$ cat src/rtl/clk_step_ctrl.sv
// Core clock-step controller: HALT/RUN/STEP states, programmable tick divider.
// Optional tick counter enabled by defining CLK_STEP_CYCLE_CNT_EN.
module clk_step_ctrl #(
  parameter logic [27:0] DEFAULT_DIV = 28'd2
) (
  input  logic        clock_in,
  input  logic        rst,
  input  logic        run_req,
  input  logic        halt_req,
  input  logic        step_req,
  input  logic [27:0] cfg_div,
  input  logic        cfg_valid,
  output logic        cfg_ready,
  output logic        tick,
  output logic [1:0]  state,
  output logic [31:0] cycle_count
);

  typedef enum logic [1:0] {
    ST_HALT = 2'b00,
    ST_RUN  = 2'b01,
    ST_STEP = 2'b10
  } state_t;

  state_t      r_state;
  state_t      w_state_nxt;
  logic        r_run_prev;
  logic        r_halt_prev;
  logic        r_step_prev;
  logic [27:0] r_div;
  logic [27:0] r_phase;
  logic [27:0] w_phase_nxt;
  logic [27:0] w_div_eff;
  logic        w_run_edge;
  logic        w_halt_edge;
  logic        w_step_edge;
  logic        w_tick;
  logic        w_cfg_load;

  // History flops reset high so a request held across reset release is not an edge.
  always_ff @(posedge clock_in or posedge rst) begin
    if (rst) begin
      r_state     <= ST_HALT;
      r_run_prev  <= 1'b1;
      r_halt_prev <= 1'b1;
      r_step_prev <= 1'b1;
      r_phase     <= '0;
      r_div       <= DEFAULT_DIV;
    end else begin
      r_state     <= w_state_nxt;
      r_run_prev  <= run_req;
      r_halt_prev <= halt_req;
      r_step_prev <= step_req;
      r_phase     <= w_phase_nxt;
      if (w_cfg_load) r_div <= cfg_div;
    end
  end

  always_comb begin
    w_run_edge  = run_req & ~r_run_prev;
    w_halt_edge = halt_req & ~r_halt_prev;
    w_step_edge = step_req & ~r_step_prev;
    w_div_eff   = (r_div > 28'd1) ? r_div : 28'd1;
    w_tick      = (r_state != ST_HALT) && (r_phase == (w_div_eff - 28'd1));
    w_state_nxt = r_state;
    case (r_state)
      ST_HALT: begin
        if (w_halt_edge)      w_state_nxt = ST_HALT;
        else if (w_step_edge) w_state_nxt = ST_STEP;
        else if (w_run_edge)  w_state_nxt = ST_RUN;
      end
      ST_RUN: begin
        if (w_halt_edge) w_state_nxt = ST_HALT;
      end
      ST_STEP: begin
        if (w_halt_edge || w_tick) w_state_nxt = ST_HALT;
      end
      default: w_state_nxt = ST_HALT;
    endcase
    // Counter only advances while staying in an active state; any exit or wrap clears it.
    if ((r_state != ST_HALT) && (w_state_nxt == r_state) && !w_tick)
      w_phase_nxt = r_phase + 28'd1;
    else
      w_phase_nxt = '0;
  end

  assign tick       = w_tick;
  assign state      = r_state;
  assign cfg_ready  = (r_state == ST_HALT);
  assign w_cfg_load = cfg_valid & cfg_ready;

`ifdef CLK_STEP_CYCLE_CNT_EN
  logic [31:0] r_cycle_count;

  always_ff @(posedge clock_in or posedge rst) begin
    if (rst)         r_cycle_count <= '0;
    else if (w_tick) r_cycle_count <= r_cycle_count + 32'd1;
  end

  assign cycle_count = r_cycle_count;
`else
  assign cycle_count = '0;
`endif

endmodule

$ cat config.mk
export PLATFORM = sky130hd
export DESIGN_NAME = clk_step_ctrl
export DESIGN_NICKNAME = d
export VERILOG_FILES = /design/src/rtl/clk_step_ctrl.sv
export SDC_FILE = /design/constraint.sdc
export NUM_CORES = 1
export LEC_CHECK = 0
export BUFFER_PORTS_ARGS = -buffer_cell sky130_fd_sc_hd__buf_4
export CAP_MARGIN = 20
export CORE_ASPECT_RATIO = 2
export CORE_MARGIN = 2
export CORE_UTILIZATION = 51
export CTS_CLUSTER_SIZE = 16
export DETAILED_ROUTE_END_ITERATION = 7
export PLACE_DENSITY_LB_ADDON = 0.3
export SETUP_SLACK_MARGIN = 0.5
export SLEW_MARGIN = 15
export SYNTH_ARGS = -nofsm -noshare
export SYNTH_HDL_FRONTEND = slang
export SYNTH_SLANG_ARGS = --single-unit
$ cat constraint.sdc
create_clock -name clock_in -period 4.4 [get_ports clock_in]
set_clock_uncertainty 0.2 [all_clocks]
set_input_delay 0.66 -clock clock_in [delete_from_list [all_inputs] [get_ports clock_in]]
set_output_delay 0.66 -clock clock_in [all_outputs]
set_load 0.01 [all_outputs]
# Word-level counts from Yosys, hierarchy flattened

Index checks and enable logic that the tools add are counted.
W data, S select, Z words.

Register bits: 61
Memories kept: 0
Output and inout port bits: 36
Memory bits (writable): 0
Memory bits (read-only): 0
Bits in latches: 0

Equality and inequality tests: 4
Order comparisons: 1
Add/sub/neg operators: 2
Bitwise operators: 7
Reductions and logical operators: 7
Shift-type cells: 0
Multiply operators: 0
Divide/modulo/power cells: 0
Mux-type cells: 8

Operators with widths:

| cell                    | count |
|---|---|
| $mux W28                | 2 |
| $add A28 B1 Y28 const B | 1 |
| $eq A28 B28 Y1          | 1 |
| $gt A28 B1 Y1 const B   | 1 |
| $sub A28 B1 Y28 const B | 1 |
| $mux W2                 | 5 |
| $pmux W2 S3             | 1 |
| $and A1 B1 Y1           | 4 |
| $logic_and A1 B1 Y1     | 3 |
| $not A1 Y1              | 3 |
| $eq A2 B1 Y1 const B    | 1 |
| $eq A2 B2 Y1            | 1 |
| $eq A2 B2 Y1 const B    | 1 |
| $logic_not A2 Y1        | 1 |
| $reduce_bool A2 Y1      | 1 |
| $logic_not A1 Y1        | 1 |
| $logic_or A1 B1 Y1      | 1 |

# Logic depth before layout (Yosys ltp)

Gate-level depths: netlist of run 1.

Depth in word-level cells: 12
Gate-level depth with buffers: 16
Gate-level depth less buffers: 12

# Least setup slack after synthesis of run 1

No wires, ideal clock.

Kind: register to output
Start point: reg r_div[5]
End point: out tick
Data required time: 3.540 ns
Setup slack: -0.203 ns
Stages on the path, launching flop included: 15
Buffers on the path: 2
Arrival: 3.743 ns
Cell sequence: dfrtp_1 -> clkbuf_1 -> or3_1 -> clkbuf_1 -> nor3_1 -> a31oi_1 -> ha_1 -> or4b_1 -> or4_1 -> a21oi_1 -> o211a_1 -> o2111ai_1 -> or4b_4 -> or2_1 -> nor2_1

Cells in the longest elaborated chain, start to end: 5

RTL lines:

| item                     | line | text |
|---|---|---|
| start: declaration       | 30   | `logic [27:0] r_div;` |
| start signal: assignment | 55   | `if (w_cfg_load) r_div <= cfg_div;` |
| $gt A28 B1 Y1            | 63   | `w_div_eff = (r_div > 28'd1) ? r_div : 28'd1;` |
| $mux W28 (*)             | 63   |  |
| $sub A28 B1 Y28 (*)      | 64   | `w_tick = (r_state != ST_HALT) && (r_phase == (w_div_eff - 28'd1));` |
| $eq A28 B28 Y1 (*)       | 64   |  |
| $logic_and A1 B1 Y1 (*)  | 64   |  |
| end: declaration         | 14   | `output logic tick,` |

Every way passes the cells marked *; elsewhere a longest branch is shown, timed or not.

# Final worst setup path of run 1

Start point: reg r_div[24]
End point: out tick

Same word-level chain as after synthesis.

==> flow_summary.yaml, run 1 <==
status:
  outcome: "finished with violations"
  violations: "negative setup slack"
drt:
  wl_met3_um: 401
  drtPass1Iterations: 4
  wl_um: 9880
  wl_per_cell_um: 16.8
  top_layer: "met4"
  wl_met2_um: 5510
  drc: 0
  m1WireLength_um: 3260
  viasPerCell: 5.64
  vias: 3319
  drtIter0Drc: 235
  drtAntennaViolNets: 0
synthesis:
  ys_async_sr_fraction: 1.00
  syn_area_per_cell_um2: 9.40
  synth-edff-count: 0
  synthDistinctLibCells: 58
  synthFlopType: "dfrtp_1"
  netlist_area_mm2: 0.00395
  ys_seq_area_frac: 0.388
  syn_inst: 420
  ys_ff_latch: 61
  ys_warn_count: 0
final_layout:
  final_common_cell: "buf_4"
  layout_common_cells: "buf_4 (76), dfrtp_1 (57), nor2_1 (52)"
  fillCellCount: 655
  areaGrowthSynthToFinish_pct: 22.4
  insertedDiodeCount: 0
  final_util: 0.640
  nets: 525
  drive_gt1_frac: 0.310
  stdcell_count: 588
global_routing:
  grt_pass1_wl_um: 16000
  track_usage: 0.253
  grt_overflow_total: 0
  antenna_found_initial: 0
  grt_pass1_vias: 3306
  grt_max_degree: 32
setup_path:
  crit_chain: "or4_4 -> nor4_4 -> a31oi_2 -> ha_4 -> nor4b_2 -> and3_2 -> a211oi_2 -> o21ba_2 -> o2111ai_2 -> or4b_4 -> or2_4 -> nor2_2 -> buf_4"
  slowest_delay_ps: 570
  reg2reg_from: "r_div[24]"
  cp.arrival_ps: 3770
  crit_start: "r_div[24]"
  crit_buf_inv: 1
  cp_max_fo: 6
  end_kind: "output pin"
  path_class: "reg -> out"
  start_kind: "flop"
  crit_slowest_cell: "or4_4"
  cpLargestDelayFamily: "simple AND/OR/NAND/NOR gates"
  required_ps: 3540
timing:
  worst_pin_slew_ps: 682
  setup_viol: 1
  timing.fmax_mhz: 216
  finalHoldViolations: 0
  rsz0062_at_grt: "yes"
  post-route-period-util: 1.05
  setup_tns_ps: -228
  period_needed_ps: 4630
  setup_slack_ps: -228
  slew_violations: 0
  relSlewSlack: 0.541
cts:
  clk_pin_slew_ps: 50
  cts_tree: "yes"
  htree_num_levels: 3
  cts_hold_buf: 0
  cts_made_buffers: 9
  root_buffer: "clkbuf_16"
  clk_path_buf_depth: 2
  cts_sinks: 61
  insertion_delay_ps: 330
power_and_ir_drop:
  static-leakage-power_nw: 1.99
  pwr_density_cell_mw_per_mm2: 460
  peakVddDrop_mv: 0.247
  power_mw: 2.22
hold_path:
  hp-class: "in -> async"
placement:
  gp_congestion: 0.971
  place_hpwl_um: 7530
  io_buffers: 37
  dp.cells: 568
floorplanning:
  num_io_pins: 70
  die_w_um: 66.2
  die_y_um: 128
  die_area_mm2: 0.00850
  placementRows: 45
  initial_core_util: 0.523
  core_area_mm2: 0.00754
run:
  drv_cap: 0
[flip-flops by register name, summed over array words and instances, names as in the netlist]
| name | count |
|---|---|
| r_halt_prev | 1 |
| state | 2 |
| r_step_prev | 1 |
| r_run_prev | 1 |
| r_phase | 28 |
| r_div | 28 |
[timing repair]
item	in CTS	in global routing
buffers inserted	2	2
setup endpoints to repair	28	30
resized for setup	3	13
pin swaps	5	10
[cell families (layout without fill, tap and decap cells)]
family,count (synthesis),in the layout,share of synthesized area
fa+ha+maj,2,2,0.00634
simple gates,165,165,0.216
buf+inv,58,101,0.0916
compound gates,47,47,0.0878
mux,30,30,0.0849
xor+xnor,56,56,0.124
flops,61,61,0.388
other cells,1,32,0.000950
[cells in the mapped netlist, types with 3 or more instances]
| cell type | count | share of area |
|---|---|---|
| a211oi_1 | 6 | 0.011 |
| a21oi_1 | 3 | 0.0038 |
| a31oi_1 | 7 | 0.011 |
| and2_1 | 6 | 0.0095 |
| and3_1 | 5 | 0.0079 |
| and4_1 | 3 | 0.0067 |
| buf_4 | 32 | 0.061 |
| buf_6 | 3 | 0.0086 |
| clkbuf_1 | 13 | 0.012 |
| dfrtp_1 | 57 | 0.36 |
| dfstp_2 | 4 | 0.027 |
| inv_1 | 8 | 0.0076 |
| mux2_2 | 28 | 0.080 |
| nand2_1 | 16 | 0.015 |
| nand3_1 | 23 | 0.029 |
| nand4_1 | 3 | 0.0048 |
| nor2_1 | 55 | 0.052 |
| nor3_1 | 15 | 0.019 |
| nor4_1 | 7 | 0.011 |
| nor4b_1 | 3 | 0.0067 |
| o21ai_0 | 8 | 0.010 |
| or2_2 | 4 | 0.0063 |
| or3_1 | 6 | 0.0095 |
| or4_1 | 6 | 0.011 |
| xnor2_1 | 34 | 0.075 |
| xor2_1 | 22 | 0.049 |
[final cells by class]
type                    instances  area, um^2  share of cell area
well taps                      94         118              0.0243
flip-flops and latches         61        1530               0.317
multi-input cells             332        2270               0.470
clock buffers                  15         288              0.0596
inverters                       8        30.0             0.00621
repair buffers                 77         591               0.122
clock inverters                 1        5.00             0.00104
[through the flow]
| step | instance area, um^2 | setup slack, ps | hold slack (ps) |
|---|---|---|---|
| 3_5_place_dp | 4450 | 40.9 | 346 |
| 6_report | 4830 | -228 | 238 |
| 4_1_cts | 4770 | -257 | 238 |
| 3_3_place_gp | 4450 | 75.3 | 335 |
| 2_1_floorplan | 4160 | 124 | 300 |
| 5_1_grt | 4830 | -468 | 236 |
[power by group]
part | total, mW | switching (mW) | leakage (nW) | internal, mW
combinational | 0.819 | 0.426 | 1.08 | 0.393
clock | 0.673 | 0.232 | 0.146 | 0.441
sequential | 0.731 | 0.0742 | 0.773 | 0.657
total | 2.22 | 0.732 | 1.99 | 1.49
[per-layer routing]
| metal | GRT usage | vias up |
|---|---|---|
| li1 | - | 1550 |
| met1 | 0.242 | 1603 |
| met2 | 0.451 | 124 |
| met3 | 0.0621 | 42 |
| met4 | 0.186 | 0 |
| met5 | 0 | - |
[worst reg2reg max path, stage by stage, from the launching register on]
cell       delay (ps)
dfrtp_1           370
or4_4             570
nor4_4            280
a31oi_2           170
ha_4              190
nor4b_2           160
and3_2            240
a211oi_2          220
o21ba_2           150
o2111ai_2         110
or4b_4            540
buf_4             160
o21ai_4           160
buf_12            190
nor2_1             70
[worst paths after layout]
| kind | cells past startpoint | slack, ps | endpoint |
|---|---|---|---|
| setup / recovery | 13 | -230 | tick |
| hold / removal | 2 | 240 | r_div[8] |
| setup reg to reg | 14 | 490 | r_phase[13] |
| hold reg to reg | 1 | 340 | state[1] |
| max in group asynchronous | 3 | 2860 | r_div[1] |
| min in group clock_in | 1 | 250 | r_halt_prev |
Power figures use the tool's default switching activity.
==> run 2: changes to the inputs <==
--- a/config.mk
+++ b/config.mk
@@ -5,11 +5,12 @@
 export SDC_FILE = /design/constraint.sdc
 export NUM_CORES = 1
 export LEC_CHECK = 0
+export ABC_AREA = 1
 export BUFFER_PORTS_ARGS = -buffer_cell sky130_fd_sc_hd__buf_4
 export CAP_MARGIN = 20
 export CORE_ASPECT_RATIO = 2
 export CORE_MARGIN = 2
-export CORE_UTILIZATION = 51
+export CORE_UTILIZATION = 30
 export CTS_CLUSTER_SIZE = 16
 export DETAILED_ROUTE_END_ITERATION = 7
 export PLACE_DENSITY_LB_ADDON = 0.3
==> flow_summary.yaml, run 2 <==
timing:
  post-route-period-util: 0.876
  slew_violations: 0
  setup_tns_ps: 0
  timing.fmax_mhz: 259
  setup_viol: 0
  worst_hold_slack_ps: 239
  setup_slack_ps: 545
  rsz0062_at_grt: "yes"
  period_needed_ps: 3860
  worst_pin_slew_ps: 999
  finalHoldViolations: 0
  relSlewSlack: 0.332
global_routing:
  grt_pass1_vias: 3488
  antenna_found_initial: 0
  track_usage: 0.156
  grt_pass1_wl_um: 17900
  grt_max_degree: 57
  grt_overflow_total: 0
synthesis:
  ys_ff_latch: 61
  synth_top_family_by_area: "simple AND/OR/NAND/NOR gates"
  synthTopCellsByCount: "nor2_1 (108), nand2_1 (98), inv_1 (64)"
  syn_area_per_cell_um2: 7.34
  netlist.area_leader.share: 0.341
  synth_compound_gate_area_share: 0.0455
  ys_async_sr_fraction: 1.00
  synth-edff-count: 0
  synthAdderAreaFrac: 0.00599
  synth-simple-area-share: 0.326
  ys_seq_area_frac: 0.366
  netlist_area_mm2: 0.00418
  synthFlopType: "dfrtp_1"
  synth_area_leaders: "dfrtp_1 (34%), nor2_1 (9.7%), nand2_1 (8.8%), xor2_1 (8.6%), buf_4 (5.7%)"
  syn_inst: 569
  ys_warn_count: 0
  synth_xor_area_frac: 0.123
  yosysMostFrequentCell: "nor2_1"
  synth_top_cell_by_area: "dfrtp_1"
  muxShareOfSynthArea: 0
  synthDistinctLibCells: 37
final_layout:
  insertedDiodeCount: 0
  drive_gt1_frac: 0.197
  fillCellCount: 1491
  nets: 650
  areaGrowthSynthToFinish_pct: 18.7
  fin_area_mm2: 0.00496
  final_common_cell: "nor2_1"
  multi_input_area_mm2: 0.00234
  final_util: 0.361
  layout_common_cells: "nor2_1 (99), nand2_1 (92), inv_1 (62)"
  layout.area.seq_mm2: 0.00153
  stdcell_count: 776
drt:
  drtIter0Drc: 147
  wl_um: 11100
  drc: 0
  drtAntennaViolNets: 0
  viasPerCell: 4.56
  wl_per_cell_um: 14.3
  drtPass1Iterations: 4
  vias: 3541
power_and_ir_drop:
  power_mw: 2.25
  peakVddDrop_mv: 0.292
  static-leakage-power_nw: 2.19
  pwr_density_cell_mw_per_mm2: 454
setup_path:
  crit_slowest_cell: "dfstp_2"
  crit_chain: "nor2_4 -> nand2_2 -> nor2_4 -> nand2_2 -> nor2_2 -> nor2_4 -> ha_4 -> nand2_4 -> nor2_4 -> nand3_4 -> nor2_4 -> nand3_2 -> xor2_2 -> nand2_1 -> nand2_1 -> nor2_1 -> nand4_1 -> nor2_2 -> nand2_2 -> nor2_2 -> buf_4"
  slowest_delay_ps: 550
  path_class: "reg -> out"
  end_kind: "output pin"
  required_ps: 3540
  cp.arrival_ps: 3000
  cp_common_cell: "nor2_4"
  cp_max_fo: 3
  start_kind: "flop"
cts:
  insertion_delay_ps: 330
  cts_hold_buf: 0
  clk_path_buf_depth: 2
  root_buffer: "clkbuf_16"
  cts_tree: "yes"
  cts_sinks: 61
  clk_pin_slew_ps: 60
  htree_num_levels: 3
  cts_made_buffers: 9
floorplanning:
  die_w_um: 87.5
  initial_core_util: 0.304
  die_y_um: 171
  num_io_pins: 70
  die_area_mm2: 0.0149
  core_area_mm2: 0.0137
  placementRows: 61
placement:
  dp.cells: 754
  place_hpwl_um: 8690
  placed_area_mm2: 0.00448
  pre_cts_slack_ps: 466
  gp_congestion: 0.897
  io_buffers: 37
run:
  drv_cap: 0
status:
  outcome: "completed"
hold_path:
  hp-class: "in -> reg"
[run 2: cell count changes in the layout (fill, tap and decap cells not counted), moves of 8 or more]
| cell | previous run | this run |
|---|---|---|
| nand3_1 | 23 | 31 |
| nor2_1 | 52 | 99 |
| nand2_1 | 16 | 92 |
| nor2_2 | 3 | 21 |
| xnor2_1 | 34 | 15 |
| nor2_4 | 0 | 8 |
| buf_4 | 76 | 44 |
| inv_1 | 7 | 62 |
| nand2_2 | 0 | 10 |
| xor2_1 | 22 | 40 |
| a21oi_1 | 3 | 29 |
| mux2_2 | 28 | 0 |
| nand4_1 | 3 | 14 |
[run 2: worst max-delay path, delay by kind of cell (launching register included)]
| kind | cells | cell delay (ps) |
|---|---|---|
| flip-flops | 1 | 550 |
| AND/OR/NAND/NOR | 18 | 1660 |
| adder cells (fa/ha/maj) | 1 | 180 |
| XOR/XNOR | 1 | 160 |
| buffers and inverters | 1 | 120 |
[run 2: metal layers]
metal | track usage | vias to the layer above | share of wire
met5 | 0 | - | 0
met3 | 0.0246 | 9 | 0.029
met2 | 0.257 | 52 | 0.50
met1 | 0.210 | 1671 | 0.46
met4 | 0.0441 | 0 | 0.010
li1 | - | 1809 | -
[run 2: cell families (layout without fill, tap and decap cells)]
kind of cell / count (synthesis) / after routing
AOI/OAI and AO/OA: 36 / 36
xor gates and xnor gates: 57 / 57
adders and majority gates: 2 / 2
buffers and inverters: 109 / 128
DFF: 61 / 61
other: 1 / 32
and+or+nand+nor: 303 / 303
[run 2: worst paths after layout]
check | depth (start not counted) | start | endpoint | slack, ps
setup / recovery | 21 | r_div[1] | tick | 540
hold / removal | 1 | halt_req | r_halt_prev | 240
setup reg to reg | 21 | r_div[1] | r_phase[22] | 1210
hold reg to reg | 1 | r_phase[0] | r_phase[0] | 320
max in group asynchronous | 3 | rst | r_run_prev | 2840
min in group asynchronous | 2 | rst | r_phase[19] | 300
[run 2: cell type report]
type / count / share of cell area
Inverter: 68 / 0.0515
Clock inverter: 7 / 0.0151
Clock buffer: 9 / 0.0454
Multi-Input combinational cell: 430 / 0.473
Timing Repair Buffer: 44 / 0.0666
Tap cell: 157 / 0.0396
Sequential cell: 61 / 0.309
[run 2: power by group]
group          switching (mW)  internal [mW]
Clock                   0.270          0.440
Sequential              0.126          0.670
Combinational           0.482          0.263
[run 2: repair_timing]
action / in CTS / in global routing
gates resized for setup: 18 / 15
setup endpoints to repair: 1 / 1
cloned: 0 / 0
setup buffers: 3 / 3
pin swaps: 12 / 19
==> run 3: changes to the inputs <==
==> constraint.sdc (replaced) <==
create_clock -name clock_in -period 4.9 [get_ports clock_in]
set_clock_uncertainty 0.2 [all_clocks]
set_input_delay 0.735 -clock clock_in [delete_from_list [all_inputs] [get_ports clock_in]]
set_output_delay 0.735 -clock clock_in [all_outputs]
set_load 0.01 [all_outputs]
==> flow_summary.yaml, run 3 (synthesis gave the netlist of run 2 again) <==
status:
  outcome: "completed"
timing:
  post-route-period-util: 0.847
  worst_pin_slew_ps: 995
  setup_viol: 0
  setup_tns_ps: 0
  setup_slack_ps: 751
  finalHoldViolations: 0
  slew_violations: 0
  timing.fmax_mhz: 241
  period_needed_ps: 4150
  relSlewSlack: 0.334
  rsz0062_at_grt: "no"
setup_path:
  path_class: "reg -> out"
  cp_common_cell: "nor2_2"
  reg2reg_from: "r_div[1]"
  cp_max_fo: 9
  crit_start: "r_div[1]"
  worst-r2r-cell-count: 20
  r2r_slack_ps: 1510
  start_kind: "flop"
  cpLargestDelayFamily: "simple AND/OR/NAND/NOR gates"
  required_ps: 3960
  worstReg2RegEnd: "r_phase[22]"
  crit_slowest_cell: "dfstp_2"
  cp.depth: 20
  crit_buf_inv: 1
  slowest_delay_ps: 560
  cp.arrival_ps: 3210
  crit_end: "tick"
  end_kind: "output pin"
  crit_chain: "nor2_4 -> nand2_2 -> nor2_2 -> nand2_1 -> nor2_2 -> nor2_4 -> ha_4 -> nand3_1 -> nor3_2 -> nand2_2 -> nor2_2 -> nand2_1 -> xor2_1 -> nand2_1 -> nor2_1 -> nand4_1 -> nor2_2 -> nand2_2 -> nor2_1 -> buf_4"
placement:
  pre_cts_slack_ps: 902
  io_buffers: 37
  place_hpwl_um: 8670
  dp.cells: 754
  gp_congestion: 0.905
  placed_area_mm2: 0.00448
drt:
  drtPass1Iterations: 7
  wl_um: 11200
  wl_met3_um: 470
  viasPerCell: 4.64
  drtAntennaViolNets: 0
  vias: 3591
  drtIter0Drc: 252
  wl_met2_um: 5460
  wl_per_cell_um: 14.4
  m1WireLength_um: 5070
  top_layer: "met4"
  drc: 0
power_and_ir_drop:
  pwr_density_cell_mw_per_mm2: 430
  switching_share: 0.362
  p_sw_uw: 767
  peakVddDrop_mv: 0.257
  power.internal_mw: 1.35
  pwr-share-seq: 0.335
  static-leakage-power_nw: 2.19
  clkPwrFrac: 0.362
  combPwrFrac: 0.303
final_layout:
  insertedDiodeCount: 0
  drive_gt1_frac: 0.177
  layout_common_cells: "nor2_1 (102), nand2_1 (96), inv_1 (63)"
  nets: 648
  fillCellCount: 1510
  stdcell_count: 774
  areaGrowthSynthToFinish_pct: 17.9
  final_common_cell: "nor2_1"
  fin_area_mm2: 0.00493
global_routing:
  grt_max_degree: 62
  grt_pass1_vias: 3521
  track_usage: 0.159
  antenna_found_initial: 0
  grt_pass1_wl_um: 18100
  grt_overflow_total: 0
cts:
  root_buffer: "clkbuf_16"
  clk_path_buf_depth: 2
  htree_num_levels: 3
  cts_sinks: 61
  cts_tree: "yes"
  insertion_delay_ps: 340
  cts_made_buffers: 9
  clk_pin_slew_ps: 60
  cts_hold_buf: 0
run:
  drv_cap: 0
floorplanning:
  placementRows: 61
  initial_core_util: 0.304
  die_y_um: 171
  die_area_mm2: 0.0149
  die_w_um: 87.5
  core_area_mm2: 0.0137
  num_io_pins: 70
hold_path:
  hp-class: "in -> reg"
  hold_path_depth: 1
run 3: cell count changes in the layout (fill, tap and decap cells not counted), moves of 3 or more:
cell	delta
nor2_4	-4
nand2_2	-3
nand2_1	+4
nor2_1	+3
run 3: worst min-delay path by stage:
stage,start,endpoint,slack [ps]
global placement,r_phase[0],r_phase[0],310
global route,halt_req,r_halt_prev,300
finish,halt_req,r_halt_prev,310
detailed placement,r_phase[0],r_phase[0],320
CTS,halt_req,r_halt_prev,300
floorplan,r_phase[0],r_phase[0],260
run 3: layer usage:
metal	track usage	up-vias
li1	-	1793
met3	0.0304	12
met4	0.0468	0
met2	0.255	95
met1	0.214	1691
met5	0	-
run 3: worst register-to-register path, cell delays in order, from the launching register on:
cell     delay, ps
dfstp_2        560
nor2_4          70
nand2_2         90
nor2_2          40
nand2_1         70
nor2_2          50
nor2_4         190
ha_4           180
nand3_1        130
nor3_2         260
nand2_2        110
nor2_2         130
nand2_1         80
xor2_1         140
nand2_1         70
nor2_1         100
nand4_1        100
nor2_2         150
nand2_2        120
nand2_4        320
nor2_1         100
run 3: timing repair:
item                                    in CTS  in global routing
resized for setup                            0                 14
endpoints found under the setup margin       0                  1
setup buffers                                0                  4
run 3: layout make-up:
class	instances	area [um^2]	area share
Clock inverter	5	106	0.0216
Clock buffer	11	253	0.0513
Sequential cell	61	1530	0.311
Multi-Input combinational cell	430	2270	0.461
Tap cell	157	196	0.0399
Timing Repair Buffer	42	315	0.0640
Inverter	68	255	0.0518
run 3: power groups by stage:
stage	Combinational (mW)	Clock (mW)	Sequential (mW)
global placement	0.616	0	0.708
CTS	0.616	0.777	0.703
detailed placement	0.614	0	0.708
global route	0.726	0.802	0.724
floorplan	0.481	0	0.679
finish	0.642	0.766	0.708
run 3: through the flow:
step / utilization / total power [mW] / hold slack (ps)
6_report: 0.359 / 2.12 / 308
5_1_grt: 0.359 / 2.25 / 299
4_1_cts: 0.352 / 2.10 / 300
3_5_place_dp: 0.326 / 1.32 / 320
3_3_place_gp: 0.326 / 1.32 / 313
2_1_floorplan: - / 1.16 / 265
